--- src/rtl/fsm_frame_arbiter_if.sv ---
// Framed-channel bus between the requesters and the packet arbiter:
// per-requester request/beat flags in, one-hot grant and the merged frame out.
interface fsm_frame_arbiter_if #(
    parameter int NREQ = 4
);
    logic [NREQ-1:0] req;
    logic [NREQ-1:0] head_in;
    logic [NREQ-1:0] tail_in;
    logic [NREQ-1:0] valid_in;
    logic [NREQ-1:0] gnt;
    logic            head;
    logic            tail;
    logic            valid;
    logic            busy;
    logic            abort;
    logic            err;

    modport master (
        output req, head_in, tail_in, valid_in,
        input  gnt, head, tail, valid, busy, abort, err
    );

    modport slave (
        input  req, head_in, tail_in, valid_in,
        output gnt, head, tail, valid, busy, abort, err
    );
endinterface

--- src/rtl/fsm_frame_arbiter.sv ---
// Round-robin whole-packet arbiter feeding one head/tail/valid framed channel;
// stalled or abandoned packets are force-closed with a one-cycle abort beat.
module fsm_frame_arbiter #(
    parameter int NREQ    = 4,
    parameter int TIMEOUT = 15
) (
    input  logic              clock,
    input  logic              reset,
    fsm_frame_arbiter_if.slave bus
);
    localparam int IW = (NREQ > 1) ? $clog2(NREQ) : 1;
    localparam int TW = $clog2(TIMEOUT + 1);

    typedef enum logic [1:0] {
        IDLE  = 2'd0,
        XFER  = 2'd1,
        ABORT = 2'd2
    } state_t;

    state_t          state;
    logic [IW-1:0]   last_winner;
    logic [IW-1:0]   w;
    logic [TW-1:0]   tcnt;
    logic            first_beat;
    logic [NREQ-1:0] gnt_p1;
    logic            head_p1;
    logic            tail_p1;
    logic            vld_p1;
    logic            abort_p1;
    logic            err_q;

    logic [IW-1:0]   pick;
    logic            beat_vld;
    logic            beat_head;
    logic            beat_tail;
    logic            req_w;
    logic            timed_out;

    // First set request strictly after 'last', wrapping modulo NREQ.
    function automatic logic [IW-1:0] rr_pick(input logic [NREQ-1:0] r,
                                              input logic [IW-1:0]   last);
        logic [IW-1:0] sel;
        logic          found;
        int            idx;
        sel   = last;
        found = 1'b0;
        for (int i = 1; i <= NREQ; i++) begin
            idx = (int'(last) + i) % NREQ;
            if (!found && r[idx]) begin
                sel   = IW'(idx);
                found = 1'b1;
            end
        end
        return sel;
    endfunction

    function automatic logic [NREQ-1:0] onehot(input logic [IW-1:0] idx);
        return {{(NREQ-1){1'b0}}, 1'b1} << idx;
    endfunction

    assign pick      = rr_pick(bus.req, last_winner);
    assign beat_vld  = bus.valid_in[w];
    assign beat_head = bus.head_in[w] & beat_vld;
    assign beat_tail = bus.tail_in[w] & beat_vld;
    assign req_w     = bus.req[w];
    assign timed_out = (tcnt == TW'(TIMEOUT));

    always_ff @(posedge clock) begin
        if (!reset) begin
            state       <= IDLE;
            last_winner <= IW'(NREQ - 1);
            w           <= '0;
            tcnt        <= '0;
            first_beat  <= 1'b0;
            gnt_p1      <= '0;
            head_p1     <= 1'b0;
            tail_p1     <= 1'b0;
            vld_p1      <= 1'b0;
            abort_p1    <= 1'b0;
            err_q       <= 1'b0;
        end else begin
            head_p1  <= 1'b0;
            tail_p1  <= 1'b0;
            vld_p1   <= 1'b0;
            abort_p1 <= 1'b0;
            case (state)
                // p0 -> p1: arbitrate and lock the winner for a whole packet
                IDLE: begin
                    gnt_p1 <= '0;
                    if (|bus.req) begin
                        w           <= pick;
                        last_winner <= pick;
                        gnt_p1      <= onehot(pick);
                        tcnt        <= '0;
                        first_beat  <= 1'b1;
                        state       <= XFER;
                    end
                end
                // p0 -> p1: forward the granted beat, watch for stall or drop
                XFER: begin
                    head_p1 <= beat_head;
                    tail_p1 <= beat_tail;
                    vld_p1  <= beat_vld;
                    if (beat_vld) begin
                        tcnt       <= '0;
                        first_beat <= 1'b0;
                        if (first_beat && !bus.head_in[w])
                            err_q <= 1'b1;
                    end else if (!timed_out) begin
                        tcnt <= tcnt + TW'(1);
                    end
                    // A tail beat wins over a simultaneous timeout or drop.
                    if (beat_tail) begin
                        gnt_p1 <= '0;
                        state  <= IDLE;
                    end else if (timed_out || !req_w) begin
                        gnt_p1   <= '0;
                        head_p1  <= 1'b0;
                        tail_p1  <= 1'b1;
                        vld_p1   <= 1'b1;
                        abort_p1 <= 1'b1;
                        state    <= ABORT;
                    end
                end
                ABORT: begin
                    gnt_p1 <= '0;
                    state  <= IDLE;
                end
                default: begin
                    gnt_p1 <= '0;
                    state  <= IDLE;
                end
            endcase
        end
    end

    assign bus.gnt   = gnt_p1;
    assign bus.head  = head_p1;
    assign bus.tail  = tail_p1;
    assign bus.valid = vld_p1;
    assign bus.busy  = (state == XFER);
    assign bus.abort = abort_p1;
    assign bus.err   = err_q;
endmodule
--- src/flat_wrapper.sv ---
// flat-port wrapper written by rule: the top's interface ports become plain ports
module fsm_frame_arbiter_flat 
#(
    parameter int NREQ    = 4,
    parameter int TIMEOUT = 15
)
  (clock, reset, bus_req, bus_head_in, bus_tail_in, bus_valid_in, bus_gnt, bus_head, bus_tail, bus_valid, bus_busy, bus_abort, bus_err);
  fsm_frame_arbiter_if #(.NREQ(NREQ)) bus_i ();
  input  logic clock;
  input  logic reset;
  input wire logic [$bits(bus_i.req)-1:0] bus_req;
  input wire logic [$bits(bus_i.head_in)-1:0] bus_head_in;
  input wire logic [$bits(bus_i.tail_in)-1:0] bus_tail_in;
  input wire logic [$bits(bus_i.valid_in)-1:0] bus_valid_in;
  output wire logic [$bits(bus_i.gnt)-1:0] bus_gnt;
  output wire logic [$bits(bus_i.head)-1:0] bus_head;
  output wire logic [$bits(bus_i.tail)-1:0] bus_tail;
  output wire logic [$bits(bus_i.valid)-1:0] bus_valid;
  output wire logic [$bits(bus_i.busy)-1:0] bus_busy;
  output wire logic [$bits(bus_i.abort)-1:0] bus_abort;
  output wire logic [$bits(bus_i.err)-1:0] bus_err;
  assign bus_i.req = bus_req;
  assign bus_i.head_in = bus_head_in;
  assign bus_i.tail_in = bus_tail_in;
  assign bus_i.valid_in = bus_valid_in;
  assign bus_gnt = bus_i.gnt;
  assign bus_head = bus_i.head;
  assign bus_tail = bus_i.tail;
  assign bus_valid = bus_i.valid;
  assign bus_busy = bus_i.busy;
  assign bus_abort = bus_i.abort;
  assign bus_err = bus_i.err;
  fsm_frame_arbiter #(.NREQ(NREQ), .TIMEOUT(TIMEOUT)) u_core (.clock(clock), .reset(reset), .bus(bus_i));
endmodule
--- config.mk ---
export PLATFORM = sky130hd
export DESIGN_NAME = fsm_frame_arbiter_flat
export DESIGN_NICKNAME = d
export VERILOG_FILES = /design/src/rtl/fsm_frame_arbiter_if.sv /design/src/rtl/fsm_frame_arbiter.sv /design/src/flat_wrapper.sv
export SDC_FILE = /design/constraint.sdc
export NUM_CORES = 1
export LEC_CHECK = 0
export ABC_AREA = 1
export CORE_ASPECT_RATIO = 1.25
export CORE_MARGIN = 8
export CORE_UTILIZATION = 51
export CTS_BUF_LIST = sky130_fd_sc_hd__clkbuf_8
export CTS_CLUSTER_DIAMETER = 100
export DETAILED_ROUTE_END_ITERATION = 6
export PLACE_DENSITY = 0.78
export SKIP_LAST_GASP = 1
export SLEW_MARGIN = 20
export SYNTH_ARGS = -nofsm -noshare
export SYNTH_HDL_FRONTEND = slang
export SYNTH_SLANG_ARGS = --single-unit
--- constraint.sdc ---
create_clock -name clock -period 2.4 [get_ports clock]
set_input_delay 0.24 -clock clock [delete_from_list [all_inputs] [get_ports clock]]
set_output_delay 0.24 -clock clock [all_outputs]
set_load 0.05 [all_outputs]
# Word level (Yosys, flattened, before mapping)
# Cells that the tools add are included.
[totals]
mem_bits_ro = 0
n_memories = 0
inputBits = 18
wordCells = 108
ram_bits = 0
register_bits = 20
latchBits = 0
[op_classes]
addsub = 5
n_div = 0
shift = 1
reduce_logical = 24
mul = 0
n_mux = 48
n_lt_le_gt_ge = 5
n_eq_ne = 6
n_bitwise = 8
[ops]
columns = ["cell", "count"]
rows = [
  ["$mux 4", 6],
  ["$mux 1", 23],
  ["$bmux 1 s2", 8],
  ["$lt 3x4->1 const B", 4],
  ["$pmux 4 s2", 2],
  ["$mux 2", 7],
  ["$reduce_and 3->1", 3],
  ["$reduce_or 2->1", 4],
  ["$reduce_and 2->1", 3],
  ["$logic_not 1->1", 5],
  ["$add 2x1->2 const B", 2],
  ["$add 2x2->2 const B", 2],
  ["$add 4x1->4 const B", 1],
  ["$and 1x1->1 const A", 4],
  ["$eq 4x4->1 const B", 1],
  ["$logic_and 1x1->1", 4],
  ["$ne 2x1->1 const B", 2],
  ["$pmux 2 s2", 1],
  ["$reduce_or 4->1", 1],
  ["$shl 1x2->4 const A", 1],
  ["$lt 2x3->1 const B", 1],
  ["$ne 3x1->1 const B", 1],
  ["$ne 3x2->1 const B", 1],
  ["$reduce_or 3->1", 1],
  ["7 further kinds", 9],
]

# Logic depth before layout (Yosys ltp)
[depth]
ltp_word = 19
ltp_mapped = 14
ltp_nobuf = 13

# Worst setup path after synthesis
# No wires, ideal clock.
[synth_timing]
kind = "register to register"
startpoint = "register u_core.state[1]"
endpoint = "register u_core.head_p1 (netlist: u_core.bus.head)"
t_arrival_ns = 1.513
path_slack_ns = 0.831
setup_ns = 0.056
path_stages_with_launch = 7
path_buffers = 0
cell_sequence = "dfxtp_1 > nor2_2 > inv_1 > nor2_1 > nand2_1 > a211o_1 > inv_1"
[synth_via]
elab_chain_len = 2
[synth_lines]
columns = ["item", "line", "source"]
rows = [
  ["from (decl)", "fsm_frame_arbiter.sv:20", "state_t state;"],
  ["from (signal assigned)", "fsm_frame_arbiter.sv:70", "state <= IDLE;"],
  ["from (signal assigned)", "fsm_frame_arbiter.sv:96", "state <= XFER;"],
  ["from (signal assigned)", "fsm_frame_arbiter.sv:115", "state <= IDLE;"],
  ["$eq 2x1->1", "-", ""],
  ["via bus_busy", "flat_wrapper.sv:19", "output wire logic [$bits(bus_i.busy)-1:0] bus_busy;"],
  ["$reduce_and 2->1 (no source line)", "-", ""],
  ["to (signal assigned)", "fsm_frame_arbiter.sv:101", "head_p1 <= beat_head;"],
  ["to (decl)", "fsm_frame_arbiter.sv:26", "logic head_p1;"],
]
# The timed path passes the listed nets, and every way through them passes these cells.
# A chain may end at the register's enable or synchronous reset.

# Worst setup path in the final report
[layout_timing]
startpoint = "register u_core.state[1]"
endpoint = "output port bus_busy"
[layout_via]
elab_chain_len = 1
[layout_lines]
columns = ["item", "line", "source"]
rows = [
  ["$eq 2x1->1", "fsm_frame_arbiter.sv:141", "assign bus.busy = (state == XFER);"],
  ["to (decl)", "flat_wrapper.sv:19", ""],
]
# No other way between the ends.

==> impl_metrics.json <==
{
  "critical_path_depth": 2,
  "r2r_cells": 13,
  "clk_latency_ns": 0.25,
  "dpl_cell_area_mm2": 0.00153,
  "finalHoldViolCount": 0,
  "drc_errors": 0,
  "synth.area.mux_share": 0,
  "slew_headroom": 0.651,
  "drive_gt1_frac": 0.175,
  "numPlacedInstances": 241,
  "clockBufferDepth": 2,
  "synth-simple-area-share": 0.442,
  "rsz0062_at_grt": "no",
  "crit_path_end_kind": "output pin",
  "outcome": "completed",
  "die_w_um": 60.1,
  "synth-seq-cells": 20,
  "grt_pass1_vias": 1304,
  "core_region_area_mm2": 0.00238,
  "yosysWarnings": 0,
  "antenna_found_initial": 0,
  "final_util": 0.662,
  "fmax_ghz": 0.506,
  "finalWirelength_um": 2960,
  "dp_hpwl_um": 2530,
  "wl_per_cell_um": 12.1,
  "reg2reg_from": "u_core.last_winner[0]",
  "skew_ns": 0.00140,
  "grt_max_degree": 14,
  "drtPass1Iterations": 4,
  "finalCriticalPeriod_ns": 1.98,
  "min_from": "u_core.first_beat",
  "io_pins": 28,
  "post-place-ws_ns": 0.478,
  "synth.cell_area_mm2": 0.00124,
  "postLayoutCellArea_mm2": 0.00157,
  "viasPerCell": 5.07,
  "cts_tree": "done",
  "power.density_mw_per_mm2": 1360,
  "hold_end": "u_core.first_beat",
  "post-route-period-util": 0.823,
  "htreeDepth": 1,
  "crit_chain": "nor2_2 -> clkdlybuf4s50_1",
  "io_buffers": 27,
  "fin_ws_ns": 0.425,
  "register_area_um2": 400,
  "grt-ovfl-total": 0,
  "crit_required_ns": 2.16,
  "hold_class": "flop to flop",
  "multi_input_area_um2": 716,
  "setup_tns_ns": 0,
  "critPathKind": "flop to output pin",
  "place_congestion": 0.841,
  "maxCapViolations": 0,
  "avgSynthCellArea_um2": 6.75,
  "drt_iter0_markers": 40,
  "rows": 20,
  "leakage_nw": 0.722,
  "slowest_stage": "clkdlybuf4s50_1",
  "synth_fp_nets": 203,
  "timing.rr.end": "u_core.bus.gnt[3]",
  "design.die.area_mm2": 0.00428,
  "nFillCells": 213,
  "diodes": 0,
  "die_y_um": 71.2,
  "initial_core_util": 0.523,
  "critPathBufInv": 1,
  "cts-root-buf": "clkbuf_8",
  "setup_viol_count_final": 0,
  "irDropWorstVdd_mv": 0.694,
  "synth_adder_area_share": 0.0101,
  "final_cell_count_no_fill": 244,
  "cts_resized": 0,
  "yosysSeqAreaShare": 0.322,
  "reg2reg_slack_ns": 0.69,
  "synth_compound_area_frac": 0.110,
  "worst_pin_slew_ns": 0.522,
  "crit_family": "buffers and inverters",
  "synth_top_family_by_area": "simple AND/OR/NAND/NOR gates",
  "holdBufCountCts": 0,
  "synth_cell_type_count": 30,
  "cts_buffers": 3,
  "postCtsSetupRepairBufs": 0,
  "drtAntennaViolNets": 0,
  "synth_xor_area_frac": 0.0141,
  "clk_pin_slew_worst_paths_ns": 0.07,
  "grt_pass1_wl_um": 5280,
  "critical_path_arrival_ns": 1.74,
  "slew_viol_final": 0,
  "grt.total_usage": 0.153,
  "synthToLayoutAreaGrowth_pct": 26.6,
  "vias": 1236,
  "clock-sinks": 20,
  "path_max_fanout": 7,
  "hold_path_depth": 2,
  "crit_path_max_incr_delay_ns": 0.86,
  "final_nets": 232,
  "synthCells": 184,
  "worstSetupStartpointType": "flop"
}
worst register-to-register path: stages (launching register included):
cell	delay, ns
dfxtp_1	0.59
inv_8	0.08
nand2_2	0.08
nand2_2	0.08
nand2_4	0.10
nand2_4	0.07
nor2_8	0.11
nand2_2	0.06
nand2_2	0.07
nand2_1	0.07
inv_2	0.06
nor2_1	0.04
nor2_1	0.12
nor2_2	0.04
cell usage after synthesis (all sizes together):
| cell | count | area share |
|---|---|---|
| nand2 | 61 | 0.23 |
| nor2 | 29 | 0.11 |
| inv | 25 | 0.084 |
| dfxtp | 20 | 0.32 |
| nand3 | 15 | 0.073 |
| a21oi | 12 | 0.048 |
| o21ai | 6 | 0.024 |
| o211ai | 3 | 0.022 |
| buf | 2 | 0.015 |
| nand4 | 2 | 0.010 |
| nor3 | 2 | 0.0081 |
| a211o | 1 | 0.0071 |
| a32o | 1 | 0.0081 |
| clkbuf | 1 | 0.0030 |
| ha | 1 | 0.010 |
| nor3b | 1 | 0.010 |
| xnor2 | 1 | 0.0071 |
| xor2 | 1 | 0.0071 |
per-stage QoR:
stage               total power [mW]  hold WS, ns
detailed placement              1.94        0.456
CTS                             2.15        0.471
global placement                1.89        0.436
floorplan                       1.65        0.339
finish                          2.14        0.470
global route                    2.33        0.490
cells by family (layout without fill, tap and decap cells):
kind of cell	after synthesis	in the layout
AO/OA/AOI/OAI	23	23
XOR/XNOR	2	2
adder cells (fa/ha/maj)	1	1
AND/OR/NAND/NOR	110	110
buffers and inverters	28	55
flip-flops	20	20
power breakdown:
part / switching (mW) / total [mW] / leakage [nW] / internal [mW]
Clock: 0.0973 / 0.209 / 0.0216 / 0.111
Combinational: 0.917 / 1.39 / 0.536 / 0.469
Sequential: 0.115 / 0.545 / 0.164 / 0.430
Total: 1.13 / 2.14 / 0.722 / 1.01
state kept, by name (all words and copies together) (netlist names):
register	flops
u_core.bus.abort	1
u_core.bus.err	1
u_core.bus.gnt	4
u_core.bus.head	1
u_core.bus.tail	1
u_core.bus.valid	1
u_core.first_beat	1
u_core.last_winner	2
u_core.state	2
u_core.tcnt	4
u_core.w	2
worst max path at each step:
stage                    start               endpoint  slack, ns
2_1_floorplan  u_core.state[1]        u_core.bus.head       0.83
3_3_place_gp        bus_req[3]  u_core.last_winner[0]       0.52
3_5_place_dp        bus_req[3]  u_core.last_winner[0]       0.48
4_1_cts        u_core.state[1]               bus_busy       0.43
5_1_grt        u_core.state[0]               bus_busy       0.36
6_report       u_core.state[1]               bus_busy       0.42
placed cells by master, fill, tap and decap left out, types with 6 or more instances in the layout:
cell and instances:
a21oi_1 12, clkdlybuf4s50_1 27, dfxtp_1 20, inv_1 17, inv_2 6, nand2_1 44
nand2_2 14, nand3_1 12, nor2_1 25
area by class of cell:
class                      instances  area share
multi-input combinational        136       0.455
sequential                        20       0.255
timing repair buffer              27       0.172
clock buffer                       3      0.0263
inverter                          25      0.0660
tap                               33      0.0263
routing by layer:
layer	up-vias	GRT usage	routed length [µm]
met5	-	0	0
met4	0	0.0559	36
met3	6	0.0254	62
met2	18	0.294	1700
met1	573	0.151	1170
li1	639	-	-
(Power assumes the default switching activity.)
